===== config.mk =====
export PLATFORM = sky130hd
export DESIGN_NAME = fft_data_output
export DESIGN_NICKNAME = d
export VERILOG_FILES = /design/src/rtl/fft_data_output.sv
export SDC_FILE = /design/constraint.sdc
export NUM_CORES = 1
export LEC_CHECK = 0
export ABC_AREA = 1
export ABC_CLOCK_PERIOD_IN_PS = 6600
export BUFFER_PORTS_ARGS = -buffer_cell sky130_fd_sc_hd__buf_2
export CORE_MARGIN = 1.5
export CORE_UTILIZATION = 65
export DETAILED_ROUTE_END_ITERATION = 10
export PLACE_DENSITY_LB_ADDON = 0.08
export SLEW_MARGIN = 0
export SYNTH_ARGS = -nofsm -noshare
export SYNTH_HDL_FRONTEND = slang
export SYNTH_SLANG_ARGS = --single-unit

===== constraint.sdc =====
create_clock -name clk -period 6.6 [get_ports clk]
set_clock_uncertainty 0.15 [all_clocks]
set_input_delay 0.99 -clock clk [delete_from_list [all_inputs] [get_ports clk]]
set_output_delay 0.99 -clock clk [all_outputs]
set_load 0.005 [all_outputs]

===== src/rtl/fft_data_output.sv =====
// Frame capture buffer behind the FFT core: one AXIS frame of {IM, RE} beats lands in a
// word-addressed RAM (even word = RE, odd word = IM) that software reads once done fires.
module fft_data_output #(
    parameter int NFFT = 8,
    localparam int AW = $clog2(2 * NFFT),
    localparam int IW = $clog2(NFFT),
    localparam int BW = $clog2(NFFT) + 1
) (
    input  logic          clk,
    input  logic          resetn,
    input  logic          tvalid,
    output logic          tready,
    input  logic          tlast,
    input  logic [63:0]   tdata,
    input  logic [AW-1:0] rAddr,
    output logic [31:0]   rData,
    input  logic          arm,
    output logic          capturing,
    output logic          frame_valid,
    output logic          done,
    output logic          tlast_err,
    output logic [BW-1:0] beats
);

    typedef enum logic [1:0] {
        IDLE    = 2'd0,
        CAPTURE = 2'd1,
        DRAIN   = 2'd2,
        DONE    = 2'd3
    } state_e;

    state_e        state_q, state_d;
    logic [BW-1:0] beats_q, beats_d;
    logic          frame_valid_q, frame_valid_d;
    logic          tlast_err_q, tlast_err_d;
    logic          done_q, done_d;
    logic [31:0]   rdata_q, rdata_d;

    logic          accept;
    logic          last_slot;
    logic          arm_ok;
    logic          wr_en;
    logic [IW-1:0] wr_idx;

    // RE and IM live in separate banks so one beat writes both halves in a single cycle.
    logic [31:0]   ram_re [NFFT];
    logic [31:0]   ram_im [NFFT];

    assign accept    = tvalid && tready;
    assign last_slot = (beats_q == BW'(NFFT - 1));
    assign arm_ok    = arm && ((state_q == IDLE) || (state_q == DONE));
    assign wr_en     = accept && (state_q == CAPTURE);
    assign wr_idx    = beats_q[IW-1:0];

    // NOTE: sequential state is updated only with non-blocking assignments so every
    // flop samples the pre-edge value of every other flop.
    always_ff @(posedge clk or negedge resetn) begin
        if (!resetn) begin
            state_q <= IDLE;
        end else begin
            state_q <= state_d;
        end
    end

    // NOTE: every signal assigned in always_comb gets a default first, otherwise a
    // path that skips the assignment infers a latch.
    always_comb begin
        state_d = state_q;
        unique case (state_q)
            IDLE: begin
                if (arm) state_d = CAPTURE;
            end
            CAPTURE: begin
                if (accept) begin
                    if (tlast)          state_d = DONE;
                    else if (last_slot) state_d = DRAIN;
                end
            end
            DRAIN: begin
                if (accept && tlast) state_d = DONE;
            end
            DONE: begin
                if (arm) state_d = CAPTURE;
            end
            default: state_d = IDLE;
        endcase
    end

    // Handshake decoded from the state register alone so tready never depends on tvalid.
    always_comb begin
        tready    = 1'b0;
        capturing = 1'b0;
        if ((state_q == CAPTURE) || (state_q == DRAIN)) begin
            tready    = 1'b1;
            capturing = 1'b1;
        end
    end

    always_comb begin
        beats_d       = beats_q;
        frame_valid_d = frame_valid_q;
        tlast_err_d   = tlast_err_q;
        done_d        = 1'b0;

        if (arm_ok) begin
            beats_d       = '0;
            frame_valid_d = 1'b0;
            tlast_err_d   = 1'b0;
        end

        if (wr_en) begin
            beats_d = beats_q + BW'(1);
            // Either an early tlast or a missing one on the final slot is a framing error.
            if (tlast != last_slot) tlast_err_d = 1'b1;
        end

        if (accept && tlast && ((state_q == CAPTURE) || (state_q == DRAIN))) begin
            frame_valid_d = 1'b1;
            done_d        = 1'b1;
        end
    end

    always_ff @(posedge clk or negedge resetn) begin
        if (!resetn) begin
            beats_q       <= '0;
            frame_valid_q <= 1'b0;
            tlast_err_q   <= 1'b0;
            done_q        <= 1'b0;
        end else begin
            beats_q       <= beats_d;
            frame_valid_q <= frame_valid_d;
            tlast_err_q   <= tlast_err_d;
            done_q        <= done_d;
        end
    end

    // NOTE: the RAM has no reset; clearing it would forbid mapping onto block RAM and
    // software never trusts its contents until frame_valid is set.
    always_ff @(posedge clk) begin
        if (wr_en) begin
            ram_re[wr_idx] <= tdata[31:0];
            ram_im[wr_idx] <= tdata[63:32];
        end
    end

    // Read returns the pre-write word when the same address is written on this edge.
    always_comb begin
        rdata_d = rAddr[0] ? ram_im[rAddr[AW-1:1]] : ram_re[rAddr[AW-1:1]];
    end

    always_ff @(posedge clk or negedge resetn) begin
        if (!resetn) begin
            rdata_q <= '0;
        end else begin
            rdata_q <= rdata_d;
        end
    end

    assign rData       = rdata_q;
    assign frame_valid = frame_valid_q;
    assign done        = done_q;
    assign tlast_err   = tlast_err_q;
    assign beats       = beats_q;

endmodule


==> qor.txt <==
fillers: 2470
setup tns final: 0 ns
syn nets: 2239
post-CTS sizing: 0
Post-synth EDFFs: 512
Pleak: 11.2 nW
startpoint class of the critical path: flop
Starting Density: 65.9%
ys flop type: edfxtp_1
Area contributors post-synth: edfxtp_1, nand2_1, nand3_1
M3 GR Usage: 4.87%
post-DP HPWL: 27200 um
synth cell count leaders: nand2_1, edfxtp_1, inv_1, nand3_1, dfrtp_1
Yosys reg bits: 553
Skew-Pair Late Insertion Delay: 0.61 ns
final setup fails: 0
min-delay src: frame_valid
Tcrit/Tclk final: 51.9%
sequential area share after synthesis: 70.4%
Endpoint, Worst Hold: frame_valid
layout cells sized above 1: 9.70%
unrepaired setup endpoints after global routing: false
number of global-route vias before repair: 14.4k
worst setup margin: 3.18 ns
met2 Use GR: 45.5%
Worst R2R End: ram_im[6][12]
CTS tree: done
CP endpoint kind: flop
1st-pass router iterations: 5
fin. max-slew vios: 0
drt drc: 0
CTS root buf: clkbuf_16
synthesized cell area: 0.0233 mm^2
Final Critical Period: 3.42 ns
largest net degree at the start of global routing: 144
Slew Limit Headroom: 21.0%
Vias/cell: 5.50
Peak Freq: 0.292 GHz
hold_buf cts: 0
IO Count: 114
H-tree depth: 2
synth warn: 0
port bufs: 113
Die H: 192 um
status: finished clean
DR vias: 15.2k
CTS Buffer Depth: 3
count leader, synth: nand2_1
pwr/cell area: 298 mW/mm^2
Async SR Flop Fraction: 7.41%
Unique masters post-synth: 19
area grow syn2layout: 10.0%
Synth Area per Inst: 10.8 um^2
grt peak-use layer: met2
post-place setup slack: 2.99 ns
nets@finish: 2322
initial antenna violation count: 5
Post-Syn Instances: 2161
max capacitance violation total: 0
worst slew pin tran: 1.19 ns
Worst VDD drop: 242 uV
Reg2Reg Depth: 8
Core Area: 0.0354 mm^2
reg2reg setup slack: 3.18 ns
total CTS buffers: 54
largest area contributor in the synthesized netlist: edfxtp_1
1st-iter DRT viols: 1524
routed length per placed instance: 19.1 um
Critical Path RT: 6.66 ns
die area: 0.0370 mm^2
clk sinks: 553
CP Class: reg2reg
hold path cells: 2
Placer Congestion: 0.759
Rows: 69
antenna-violating nets left: 0
Die X: 192 um
grt met1 use: 42.0%
Crit path arrival time: 3.49 ns
clock slew at reported path FFs: 0.06 ns
Synth top area share: 66.0%
setup bufs post-CTS: 0
first-pass GRT wire length: 80200 um
Worst R2R Start: state_q[0]
Routed WL: 52500 um
hold crit path type: reg2reg
final hold violation count: 0
gr usage total: 29.2%
crit-path max FO: 47
grt ovf: 0
## cell usage in the layout (no fill, tap or decap)
master and n:
clkinv_1 10, ha_1 5, nor2_1 3, bufinv_16 1, clkbuf_1 15, nand2_1 689
nor2_4 7, a22o_1 1, buf_12 1, inv_2 1, buf_2 111, diode_2 4
inv_6 3, clkbuf_16 55, nand3_1 388, clkbuf_8 7, clkinv_2 12, inv_1 394
edfxtp_1 512, dfrtp_1 41, or2_2 2, nand3b_1 1, buf_4 20, o21ai_0 7
buf_6 1, clkinvlp_4 1
## where the power goes
group	internal, mW	switching, mW	total [mW]
Clock	1.64	1.25	2.89
Combinational	0.188	0.489	0.678
Sequential	4.02	0.0509	4.07
Total	5.85	1.79	7.63
## logic make-up (layout without fill, tap and decap cells)
group,after synthesis,in the layout,synth area share (%)
adder cells (fa/ha/maj),5,5,0.268
AO/OA/AOI/OAI,8,8,0.188
flip-flops,553,553,70.4
AND/OR/NAND/NOR,1090,1090,19.7
other,0,4,0
buffers and inverters,505,632,9.52
## routing by layer
metal | part of all wire, % | routed length (um)
met1 | 41 | 21700
met2 | 47 | 24800
met3 | 8.9 | 4660
met4 | 2.4 | 1280
met5 | 0.10 | 55
## cell type report
type | instances | area, um^2 | area share [%]
Antenna cell | 4 | 10.0 | 0.0390
Clock buffer | 77 | 1530 | 5.96
Clock inverter | 23 | 134 | 0.522
Inverter | 399 | 1510 | 5.89
Multi-Input combinational cell | 1103 | 4740 | 18.5
Sequential cell | 553 | 16400 | 64.0
Tap cell | 461 | 577 | 2.25
Timing Repair Buffer | 133 | 737 | 2.87
## per-stage QoR
step / instance area (um^2) / instances / util [%] / hold WS, ns / total power, mW
floorplan: 23300 / 2161 / - / 0.324 / 4.56
CTS: 25600 / 2749 / 72.4 / 0.349 / 7.67
global route: 25600 / 2749 / 72.4 / 0.363 / 7.90
finish: 25600 / 2753 / 72.4 / 0.337 / 7.63
detailed placement: 24000 / 2649 / 67.7 / 0.333 / 4.81
global placement: 24000 / 2649 / 67.7 / 0.315 / 4.79
## how the worst max path moves through the flow
| stage | startpoint | slack (ns) | to |
|---|---|---|---|
| after global routing | state_q[0] | 2.94 | ram_im[6][21] |
| final | state_q[0] | 3.18 | ram_im[6][12] |
| after CTS | state_q[0] | 3.17 | ram_im[6][21] |
| after floorplan | tvalid | 1.96 | ram_im[0][0] |
| after global placement | rAddr[1] | 3.01 | rData[22] |
| after detailed placement | tvalid | 2.99 | ram_im[6][12] |
## critical path: stages, from the launching register on
cell and delay (ns):
dfrtp_1 0.39, inv_1 0.06, ha_1 0.31, inv_1 0.14
nand3_1 0.14, inv_1 0.17, nand2_1 0.28, nor2_4 0.59
buf_4 0.77
## sequential cells by signal (all words and copies together), names as in the netlist
name         cells
ram_im         256
ram_re         256
rData           32
beats            4
state_q          2
done             1
frame_valid      1
tlast_err        1
No activity file was read; power rests on OpenSTA's default activity.
